### src/rtl/mult_seq_pkg.sv
// Shared types and opcode constants for the multiply opcode sequencer.
// Opcodes are the 12-bit control words consumed by the control datapath.
package mult_seq_pkg;

    typedef enum logic [2:0] {
        IDLE,
        PRE,
        ITER_SHIFT,
        NEG,
        ITER_BODY,
        DONE
    } state_t;

    localparam logic [11:0] OP_IDLE        = 12'b000000001001;
    localparam logic [11:0] OP_LD_XB       = 12'b000000001011;
    localparam logic [11:0] OP_LD_YC       = 12'b000000001100;
    localparam logic [11:0] OP_AND_B_LSBC  = 12'b001000000101;
    localparam logic [11:0] OP_SHL_B       = 12'b001000010011;
    localparam logic [11:0] OP_SHR_C       = 12'b000000101010;
    localparam logic [11:0] OP_BO_B        = 12'b100001001011;
    localparam logic [11:0] OP_NEG_B       = 12'b001000011000;
    localparam logic [11:0] OP_AO_A        = 12'b100000001001;
    localparam logic [11:0] OP_AND_B_LSBCO = 12'b001110000101;
    localparam logic [11:0] OP_AO_C        = 12'b010000101100;
    localparam logic [11:0] OP_ADD         = 12'b000000000000;
    localparam logic [11:0] OP_CO_C        = 12'b010010001100;

    function automatic logic [2:0] last_step(state_t s);
        logic [2:0] n;
        n = 3'd0;
        case (s)
            PRE:        n = 3'd2;
            ITER_SHIFT: n = 3'd1;
            NEG:        n = 3'd1;
            ITER_BODY:  n = 3'd5;
            default:    n = 3'd0;
        endcase
        return n;
    endfunction

    function automatic logic [11:0] step_op(state_t s, logic [2:0] k);
        logic [11:0] op;
        op = OP_IDLE;
        case (s)
            PRE: begin
                if (k == 3'd0)      op = OP_LD_XB;
                else if (k == 3'd1) op = OP_LD_YC;
                else                op = OP_AND_B_LSBC;
            end
            ITER_SHIFT: op = (k == 3'd0) ? OP_SHL_B : OP_SHR_C;
            NEG:        op = (k == 3'd0) ? OP_BO_B : OP_NEG_B;
            ITER_BODY: begin
                case (k)
                    3'd0:    op = OP_AO_A;
                    3'd1:    op = OP_BO_B;
                    3'd2:    op = OP_AND_B_LSBCO;
                    3'd3:    op = OP_AO_C;
                    3'd4:    op = OP_ADD;
                    default: op = OP_CO_C;
                endcase
            end
            default: op = OP_IDLE;
        endcase
        return op;
    endfunction

endpackage

### src/rtl/seq_hold_timer.sv
// Step hold timer: strobes step_end in the last of HOLD cycles while run
// is high; idles at zero otherwise.
module seq_hold_timer #(
    parameter int HOLD = 4
) (
    input  logic clk,
    input  logic rst_n,
    input  logic run,
    output logic step_end
);

    logic [3:0] cnt;

    assign step_end = run && (cnt == 4'(HOLD - 1));

    always_ff @(posedge clk) begin
        if (!rst_n) begin
            cnt <= 4'd0;
        end else if (!run || step_end) begin
            cnt <= 4'd0;
        end else begin
            cnt <= cnt + 4'd1;
        end
    end

endmodule

### src/rtl/mult_sequencer.sv
// Multiply opcode sequencer: emits the preamble, per-iteration shift and
// body steps, and an optional sign step, each held for HOLD cycles.
module mult_sequencer
    import mult_seq_pkg::*;
#(
    parameter int ITER = 5,
    parameter int HOLD = 4
) (
    input  logic        clk,
    input  logic        rst_n,
    input  logic        start,
    input  logic        c_msb,
    input  logic [15:0] aout,
    output logic [11:0] opcode,
    output logic        busy,
    output logic        done,
    output logic [15:0] product
);

    localparam int IW = ($clog2(ITER) > 3) ? $clog2(ITER) : 3;

    state_t        state;
    logic [2:0]    step;
    logic [IW-1:0] idx;
    logic          step_end;
    logic          last;

    assign last = (idx == IW'(ITER - 1));

    seq_hold_timer #(.HOLD(HOLD)) u_timer (
        .clk      (clk),
        .rst_n    (rst_n),
        .run      (busy),
        .step_end (step_end)
    );

    always_ff @(posedge clk) begin
        if (!rst_n) begin
            state   <= IDLE;
            step    <= 3'd0;
            idx     <= '0;
            opcode  <= OP_IDLE;
            busy    <= 1'b0;
            done    <= 1'b0;
            product <= 16'd0;
        end else begin
            done <= 1'b0;
            unique case (state)
                IDLE: begin
                    if (start) begin
                        state  <= PRE;
                        step   <= 3'd0;
                        busy   <= 1'b1;
                        opcode <= OP_LD_XB;
                    end
                end
                DONE: state <= IDLE;
                default: begin
                    if (step_end) begin
                        // Result is valid on aout at the end of the last ADD
                        if (state == ITER_BODY && step == 3'd4 && last)
                            product <= aout;
                        if (step != last_step(state)) begin
                            step   <= step + 3'd1;
                            opcode <= step_op(state, step + 3'd1);
                        end else begin
                            step <= 3'd0;
                            unique case (state)
                                PRE: begin
                                    state  <= ITER_SHIFT;
                                    opcode <= OP_SHL_B;
                                end
                                ITER_SHIFT: begin
                                    if (c_msb && last) begin
                                        state  <= NEG;
                                        opcode <= OP_BO_B;
                                    end else begin
                                        state  <= ITER_BODY;
                                        opcode <= OP_AO_A;
                                    end
                                end
                                NEG: begin
                                    state  <= ITER_BODY;
                                    opcode <= OP_AO_A;
                                end
                                ITER_BODY: begin
                                    if (!last) begin
                                        idx    <= idx + IW'(1);
                                        state  <= ITER_SHIFT;
                                        opcode <= OP_SHL_B;
                                    end else begin
                                        idx    <= '0;
                                        state  <= DONE;
                                        busy   <= 1'b0;
                                        done   <= 1'b1;
                                        opcode <= OP_IDLE;
                                    end
                                end
                                default: begin
                                    state  <= IDLE;
                                    busy   <= 1'b0;
                                    opcode <= OP_IDLE;
                                end
                            endcase
                        end
                    end
                end
            endcase
        end
    end

endmodule

### config.mk
export PLATFORM = sky130hd
export DESIGN_NAME = mult_sequencer
export DESIGN_NICKNAME = d
export VERILOG_FILES = /design/src/rtl/mult_seq_pkg.sv /design/src/rtl/seq_hold_timer.sv /design/src/rtl/mult_sequencer.sv
export SDC_FILE = /design/constraint.sdc
export NUM_CORES = 1
export LEC_CHECK = 0
export BUFFER_PORTS_ARGS = -buffer_cell sky130_fd_sc_hd__buf_2
export CORE_MARGIN = 2
export CORE_UTILIZATION = 39
export CTS_BUF_LIST = sky130_fd_sc_hd__clkbuf_16
export DETAILED_ROUTE_END_ITERATION = 10
export GPL_TIMING_DRIVEN = 1
export HOLD_SLACK_MARGIN = 0.03
export PLACE_DENSITY_LB_ADDON = 0.1
export SYNTH_ARGS = -nofsm -noshare
export SYNTH_HDL_FRONTEND = slang
export SYNTH_HIERARCHICAL = 1
export SYNTH_SLANG_ARGS = --single-unit
### constraint.sdc
create_clock -name clk -period 3 [get_ports clk]
set_input_delay 0.6 -clock clk [delete_from_list [all_inputs] [get_ports clk]]
set_output_delay 0.6 -clock clk [all_outputs]
set_load 0.01 [all_outputs]
==> results of run 1 <==
==> layout make-up <==
class | count | area [µm²] | area share [%]
inverter | 12 | 45.0 | 1.52
clock inverter | 3 | 43.8 | 1.47
clock buffer | 5 | 125 | 4.21
sequential | 43 | 861 | 29.0
timing repair buffer | 62 | 343 | 11.5
tap | 75 | 93.8 | 3.16
multi-input combinational | 238 | 1460 | 49.1
==> worst max-delay path by stage <==
stage | start | to | slack [ns] | depth (start not counted)
3_5_place_dp | u_timer/cnt[0] | product[9] | 0.71 | 8
3_3_place_gp | state[0] | busy | 0.72 | 5
5_1_grt | u_timer/cnt[0] | product[3] | 0.50 | 8
2_1_floorplan | u_timer/cnt[0] | product[0] | 0.77 | 8
6_report | u_timer/cnt[0] | product[1] | 0.70 | 8
4_1_cts | u_timer/cnt[0] | product[14] | 0.70 | 8
==> routing by layer <==
metal  vias up  global-route usage [%]  part of all wire, %
met1      1112                    26.7                   48
met3         7                    4.45                  7.2
met5         -                       0                    0
met4         0                    7.77                  1.0
met2       102                    31.7                   44
li1       1228                       -                    -
==> flip-flops by register name, summed over array words and instances (netlist names) <==
name and flops:
step 3, idx 3, opcode 12, state 3
u_timer/cnt 4, done 1, product 16, busy 1
==> per-stage QoR <==
stage | util [%] | power (mW) | instance area (µm²)
detailed placement | 46.5 | 1.45 | 2800
finish | 49.3 | 2.07 | 2970
global route | 49.3 | 2.20 | 2970
CTS | 49.3 | 2.08 | 2970
global placement | 46.5 | 1.45 | 2800
floorplan | - | 1.23 | 2470
==> logic make-up (layout without fill, tap and decap cells) <==
group,Yosys count,in the layout
and+or+nand+nor,126,126
AOI/OAI and AO/OA,99,99
DFF,43,43
buffers and inverters,35,82
adders and majority gates,8,8
xor gates and xnor gates,5,5
==> worst max-delay path: stages, from the launching register on <==
cell,delay (ns)
dfxtp_1,0.35
ha_1,0.19
inv_1,0.09
nor4b_2,0.25
buf_4,0.24
o31a_1,0.27
and4_1,0.57
nand2_1,0.11
a21oi_1,0.15
==> layout by cell type, fill, tap and decap left out, types with 5 or more instances in the layout <==
cell type / instances
nand3_1: 13
nand4b_1: 7
nor2b_1: 9
buf_2: 49
o31ai_1: 7
dfxtp_1: 43
buf_4: 13
clkbuf_16: 5
inv_1: 11
ha_1: 8
nand2_1: 48
o21ai_0: 16
nor2_1: 19
a21oi_1: 37
==> power by group <==
part           internal [mW]  switching, mW
Clock                  0.392          0.223
Sequential             0.608         0.0711
Combinational          0.302          0.471
==> summary.txt, run 1 <==
Worst setup path
  • CP startpoint kind: register
  • Worst Path Required: 3.22 ns
  • Worst Setup Path Type: reg -> reg
  • CP Data Arrival Time: 2.51 ns
  • Critical R2R Capture: product[1]
  • Flop2flop setup slack: 0.70 ns
  • Reg2Reg Depth: 8
  • Worst r2r src: u_timer/cnt[0]
  • Crit. End Element: register
  • Worst-path fanout max: 16

Clocking
  • Total number of H-tree levels: 2
  • Clock-pin slew on the worst setup and hold paths: 0.06 ns
  • TritonCTS buffer count: 5
  • Skew-Pair Late Insertion Delay: 0.28 ns
  • Hold_buf cts: 0
  • Clk root buf: clkbuf_16
  • TritonCTS clock tree: built
  • Max clock buf depth: 2
  • Clock sinks: 43
  • Setup bufs post-CTS: 0
  • Post-cts sizing count: 0

Synthesis
  • Yosys top cell by area: dfxtp_1
  • Ys Warns: 6
  • Post-Syn Area per Cell: 7.82 µm²
  • Compound-gate portion of the synthesized area: 27.0%
  • Post-synth net total: 344
  • Largest family of logic cells by synthesized area: compound AO/OA/AOI/OAI gates
  • Sequential area share after synthesis: 34.9%
  • Top cell type's share of synthesized area: 34.9%
  • Largest cells by area after synthesis: dfxtp_1 (35%), a21oi_1 (7.5%), nand2_1 (7.3%), ha_1 (4.1%), o21ai_0 (3.2%)
  • EDFF count, synth: 0
  • Synth top cells by count: nand2_1 (48), dfxtp_1 (43), a21oi_1 (37)
  • Synth Area in Simple Gates: 26.0%
  • Mapped Area: about 2500 µm²
  • Most common cell in the synthesized netlist: nand2_1
  • Adder-Cell Fraction of Synth Area: 4.05%
  • Cell count after synthesis: 316
  • Synth Area in XOR/XNOR: 1.77%
  • Async SR Flop Fraction: 0%
  • Mux share of post-synthesis cell area: 0%
  • Synth cell types: 60
  • Most common flop cell mapped by yosys: dfxtp_1
  • Flops & latches, synth: 43

Die
  • DIE AREA: 6990 µm²
  • I/O pins: 50
  • Effective utilization at floorplan: between 40% and 50%
  • Die span in y: around 84 µm
  • Chip width: 83.6 µm
  • FP Rows: 28
  • Core footprint: 6030 µm²

Finish
  • Layout cells sized above 1: 22.9%
  • Fillers: 631
  • Area Overhead vs Synth: 20.3%
  • Post-Layout Cell Count: 438
  • Layout Nets: around 400
  • N_diodes: 0

STA
  • Final worst-path cycle share: 76.6%
  • Tmin final: between 2 and 2.5 ns
  • # setup viols final: 0
  • RSZ-0062 raised after global routing: false
  • Peak Freq: 435 MHz
  • Fin worst setup slack: 0.702 ns
  • Final setup TNS: 0 ns
  • Final Hold Fails: 0
  • Hold Slack: 0.446 ns
  • Worst Clk Skew: ~0.0037 ns
  • Worst Max-Slew Pin Slew: 0.668 ns
  • Max_slew headroom: 55.3%
  • Count of final max-slew check failures: 0

Detailed routing
  • DRC: 0
  • DR WL/cell: roughly 16 µm
  • Pre-antenna DRT Iters: 5
  • Final WL: 6.88 mm
  • Via-per-instance ratio: 5.59
  • Post-DRT Antenna Nets: 0
  • DRT iter0 DRCs: 113
  • Vias: 2449

Placement
  • Worst slack, placed: 0.714 ns
  • Post-Place Cells: 430
  • I/O Buffers: 49
  • DP HPWL: 4.88 mm
  • RePlAce Congestion: 0.864

Flow run
  • MaxCap Viol Count: 0

GRT
  • Initial antenna violation count: 0
  • First-pass GRT wire length: 11.6 mm
  • Vias in the first global route: approximately 2400
  • Largest net degree at the start of global routing: 22
  • GRT Total Usage: 20.1%
  • Remaining Overflow, GRT: 0

Power
  • Leakage power: between 1 and 1.5 nW
  • Pwr Density: 696 nW/µm²
  • Maximum VDD drop: approximately 0.37 mV

Worst hold path
  • Hold Crit Depth: 2
  • Worst hold path class: reg -> reg
  • HP Start: opcode[5]
  • Hold endpoint: opcode[5]

Status
  • Outcome: finished, final reports clean
Power figures use the tool's default switching activity.
==> inputs of run 2 (changes only) <==
--- a/config.mk
+++ b/config.mk
@@ -5,6 +5,7 @@
 export SDC_FILE = /design/constraint.sdc
 export NUM_CORES = 1
 export LEC_CHECK = 0
+export ABC_AREA = 1
 export BUFFER_PORTS_ARGS = -buffer_cell sky130_fd_sc_hd__buf_2
 export CORE_MARGIN = 2
 export CORE_UTILIZATION = 39
==> constraint.sdc (replaced) <==
create_clock -name clk -period 2.1 [get_ports clk]
set_input_delay 0.42 -clock clk [delete_from_list [all_inputs] [get_ports clk]]
set_output_delay 0.42 -clock clk [all_outputs]
set_load 0.01 [all_outputs]
==> run 2 against run 1 <==
Critical path depth grew 2. Die area decreased by 4.2%. Via count down 11%. Critical path type unchanged.
==> summary.txt, run 2 <==
Worst hold path
  • Hold endpoint: product[8]
  • HP Start: aout[8]
  • Worst hold path class: in -> reg
  • Hold Crit Depth: 3 (+1)

Die
  • Chip width: 81.8 µm (-2.1%)
  • Effective utilization at floorplan: 40.1% (-0.89 points)
  • FP Rows: 28 (unchanged)
  • I/O pins: 50 (unchanged)
  • Die span in y: 81.8 µm (-2.1%)
  • DIE AREA: 6690 µm² (-4.2%)
  • Core footprint: 5890 µm² (-2.3%)

Finish
  • Layout cells sized above 1: 25.2% (+2.3 points)
  • Area Overhead vs Synth: 18.2%
  • Layout Nets: 412 (+5.6%)
  • N_diodes: 0 (unchanged)
  • Biggest register: product
  • Max FFs per register: 16 (unchanged)
  • Biggest regs: product (16), opcode (12), u_timer/cnt (4)
  • Fillers: 646 (+2.4%)
  • Post-Layout Cell Count: 460 (+5.0%)
  • Commonest non-fill, non-tap cells in the layout: nand2_1 (71), buf_2 (49), inv_1 (45)
  • Commonest non-fill, non-tap cell in the layout: nand2_1
  • Cell area after layout: 2790 µm² (-6.1%)

Worst setup path
  • Worst Path Required: 2.28 ns (-0.94 ns)
  • Critical path's most frequent cell: nand2_1
  • Worst Setup Path Type: reg -> reg
  • Flop2flop setup slack: 0.25 ns (-0.45 ns)
  • Worst-path fanout max: 6 (-10)
  • Slowest stage cell on the critical path: dfxtp_1
  • Worst r2r src: step[0]
  • CP Data Arrival Time: 2.02 ns (-0.49 ns)
  • Largest delay share family, worst path: flip-flops
  • Critical path buffers and inverters: 1 (-1)
  • Critical path, cell by cell: inv_1 -> ha_1 -> o21ai_0 -> nor2_1 -> nor2_1 -> nand2_1 -> nand2_1 -> nand2_1 -> nand2_1 -> nand2_1
  • Reg2Reg Depth: 10 (+2)
  • CP startpoint kind: register
  • Slowest stage delay, CP: 0.45 ns (-0.12 ns)
  • Critical R2R Capture: opcode[3]
  • Crit. End Element: register

GRT
  • First-pass GRT wire length: 9.02 mm (-22%)
  • Initial antenna violation count: 0 (unchanged)
  • Remaining Overflow, GRT: 0 (unchanged)
  • Vias in the first global route: 1929 (-19%)
  • GRT Total Usage: 17.7% (-2.4 points)
  • Largest net degree at the start of global routing: 24 (+9.1%)

Detailed routing
  • DRC: 0 (unchanged)
  • Pre-antenna DRT Iters: 4 (-1)
  • Via-per-instance ratio: 4.76 (-15%)
  • DR WL/cell: 12.2 µm (-22%)
  • Final WL: 5.62 mm (-18%)
  • DRT iter0 DRCs: 73 (-35%)
  • Post-DRT Antenna Nets: 0 (unchanged)
  • Vias: 2189 (-11%)

Placement
  • DP HPWL: 4.16 mm (-15%)
  • RePlAce Congestion: 0.837 (-3.2%)
  • DP Area: 2650 µm² (-5.5%)
  • Post-Place Cells: 452 (+5.1%)
  • I/O Buffers: 49 (unchanged)

Synthesis
  • Synth cell types: 30 (-50%)
  • Cell count after synthesis: 334 (+5.7%)
  • Sequential area share after synthesis: 36.5% (+1.6 points)
  • Yosys top cell by area: dfxtp_1
  • EDFF count, synth: 0 (unchanged)
  • Most common cell in the synthesized netlist: nand2_1
  • Synth top cells by count: nand2_1 (71), inv_1 (44), dfxtp_1 (43)
  • Top cell type's share of synthesized area: 36.5% (+1.6 points)
  • Post-Syn Area per Cell: 7.07 µm² (-9.6%)
  • Largest cells by area after synthesis: dfxtp_1 (36%), nand2_1 (11%), a21oi_1 (8.3%), inv_1 (7.0%), o21ai_0 (5.5%)
  • Mapped Area: 2360 µm² (-4.5%)
  • Flops & latches, synth: 43 (unchanged)
  • Most common flop cell mapped by yosys: dfxtp_1
  • Ys Warns: 6 (unchanged)
  • Async SR Flop Fraction: 0% (unchanged)
  • Post-synth net total: 362 (+5.2%)

Clocking
  • Clock sinks: 43 (unchanged)
  • Max clock buf depth: 2 (unchanged)
  • Total number of H-tree levels: 2 (unchanged)
  • Hold_buf cts: 0 (unchanged)
  • Clk root buf: clkbuf_16
  • Clock-pin slew on the worst setup and hold paths: 0.06 ns (about the same)
  • Skew-Pair Late Insertion Delay: 0.28 ns (about the same)
  • TritonCTS buffer count: 5 (unchanged)
  • TritonCTS clock tree: built

STA
  • Final setup TNS: 0 ns (unchanged)
  • Count of final max-slew check failures: 0 (unchanged)
  • Peak Freq: 541 MHz (+24%)
  • Max_slew headroom: 76.1% (+21 points)
  • Final worst-path cycle share: 88.0% (+11 points)
  • # setup viols final: 0 (unchanged)
  • Worst Max-Slew Pin Slew: 0.357 ns (-0.312 ns)
  • Hold Slack: 0.414 ns (-0.0319 ns)
  • Final Hold Fails: 0 (unchanged)
  • Worst Clk Skew: 0.00607 ns (+0.00234 ns)
  • Tmin final: 1.85 ns (-0.450 ns)
  • RSZ-0062 raised after global routing: false

Power
  • Maximum VDD drop: 0.590 mV (+59%)
  • Pwr Density: 1080 nW/µm² (+56%)
  • Leakage power: 1.28 nW (+11%)
  • Total Power: 3.03 mW (+46%)

Flow run
  • MaxCap Viol Count: 0 (unchanged)

Status
  • Outcome: finished, final reports clean
==> run 2: cell count changes in the layout (fill, tap and decap cells not counted), sizes merged, moves of 6 or more <==
cell and delta:
nand3 +11, inv +40, nor2 +9, nand4b -7
o21ai +9, nor2b -9, nand2 +39, o31ai -6
buf -11
==> run 2: worst max-delay path by stage <==
stage / from / endpoint / slack [ns] / depth (start not counted)
finish: step[0] / opcode[3] / 0.25 / 10
floorplan: u_timer/cnt[0] / product[5] / 0.41 / 8
detailed placement: u_timer/cnt[0] / product[1] / 0.20 / 7
global route: state[0] / product[6] / 0.05 / 7
CTS: u_timer/cnt[0] / product[1] / 0.18 / 7
global placement: u_timer/cnt[0] / product[8] / 0.24 / 7
==> run 2: area by class of cell <==
type	instances	area, µm²	share of cell area [%]
Clock inverter	3	16.3	0.583
Tap cell	75	93.8	3.36
Timing Repair Buffer	51	260	9.33
Clock buffer	5	125	4.48
Inverter	51	191	6.86
Sequential cell	43	861	30.9
Multi-Input combinational cell	232	1240	44.5
==> run 2: logic make-up after synthesis <==
group | Yosys count | share of synthesized area, %
buffers and inverters | 59 | 11.0
xor gates and xnor gates | 1 | 0.371
DFF | 43 | 36.5
adders and majority gates | 8 | 4.24
and+or+nand+nor | 153 | 32.4
AOI/OAI and AO/OA | 70 | 15.5
==> run 2: per-stage QoR <==
| stage | util (%) | worst slack [ns] |
|---|---|---|
| 5_1_grt | 47.4 | 0.0501 |
| 3_5_place_dp | 45.0 | 0.198 |
| 6_report | 47.4 | 0.252 |
| 2_1_floorplan | - | 0.406 |
| 3_3_place_gp | 45.0 | 0.236 |
| 4_1_cts | 47.4 | 0.183 |
==> run 2: routing by layer <==
layer | part of all wire [%] | track usage (%)
met5 | 0 | 0
met3 | 3.3 | 3.52
met2 | 45 | 27.1
met4 | 1.1 | 5.50
met1 | 50 | 25.0
==> run 2: power by group <==
part / switching [mW] / internal (mW)
sequential: 0.0776 / 0.884
combinational: 0.893 / 0.420
clock: 0.318 / 0.434
==> run 2: tightest hold or removal path: cells and delay by family <==
family / cells / cell delay, ns
AOI/OAI and AO/OA: 2 / 0.17
buffers and inverters: 1 / 0.07
==> run 2: repair_timing <==
item | in CTS | in global routing
buffers inserted | 0 | 0
resized for setup | 0 | 1
setup endpoints to repair | 0 | 3
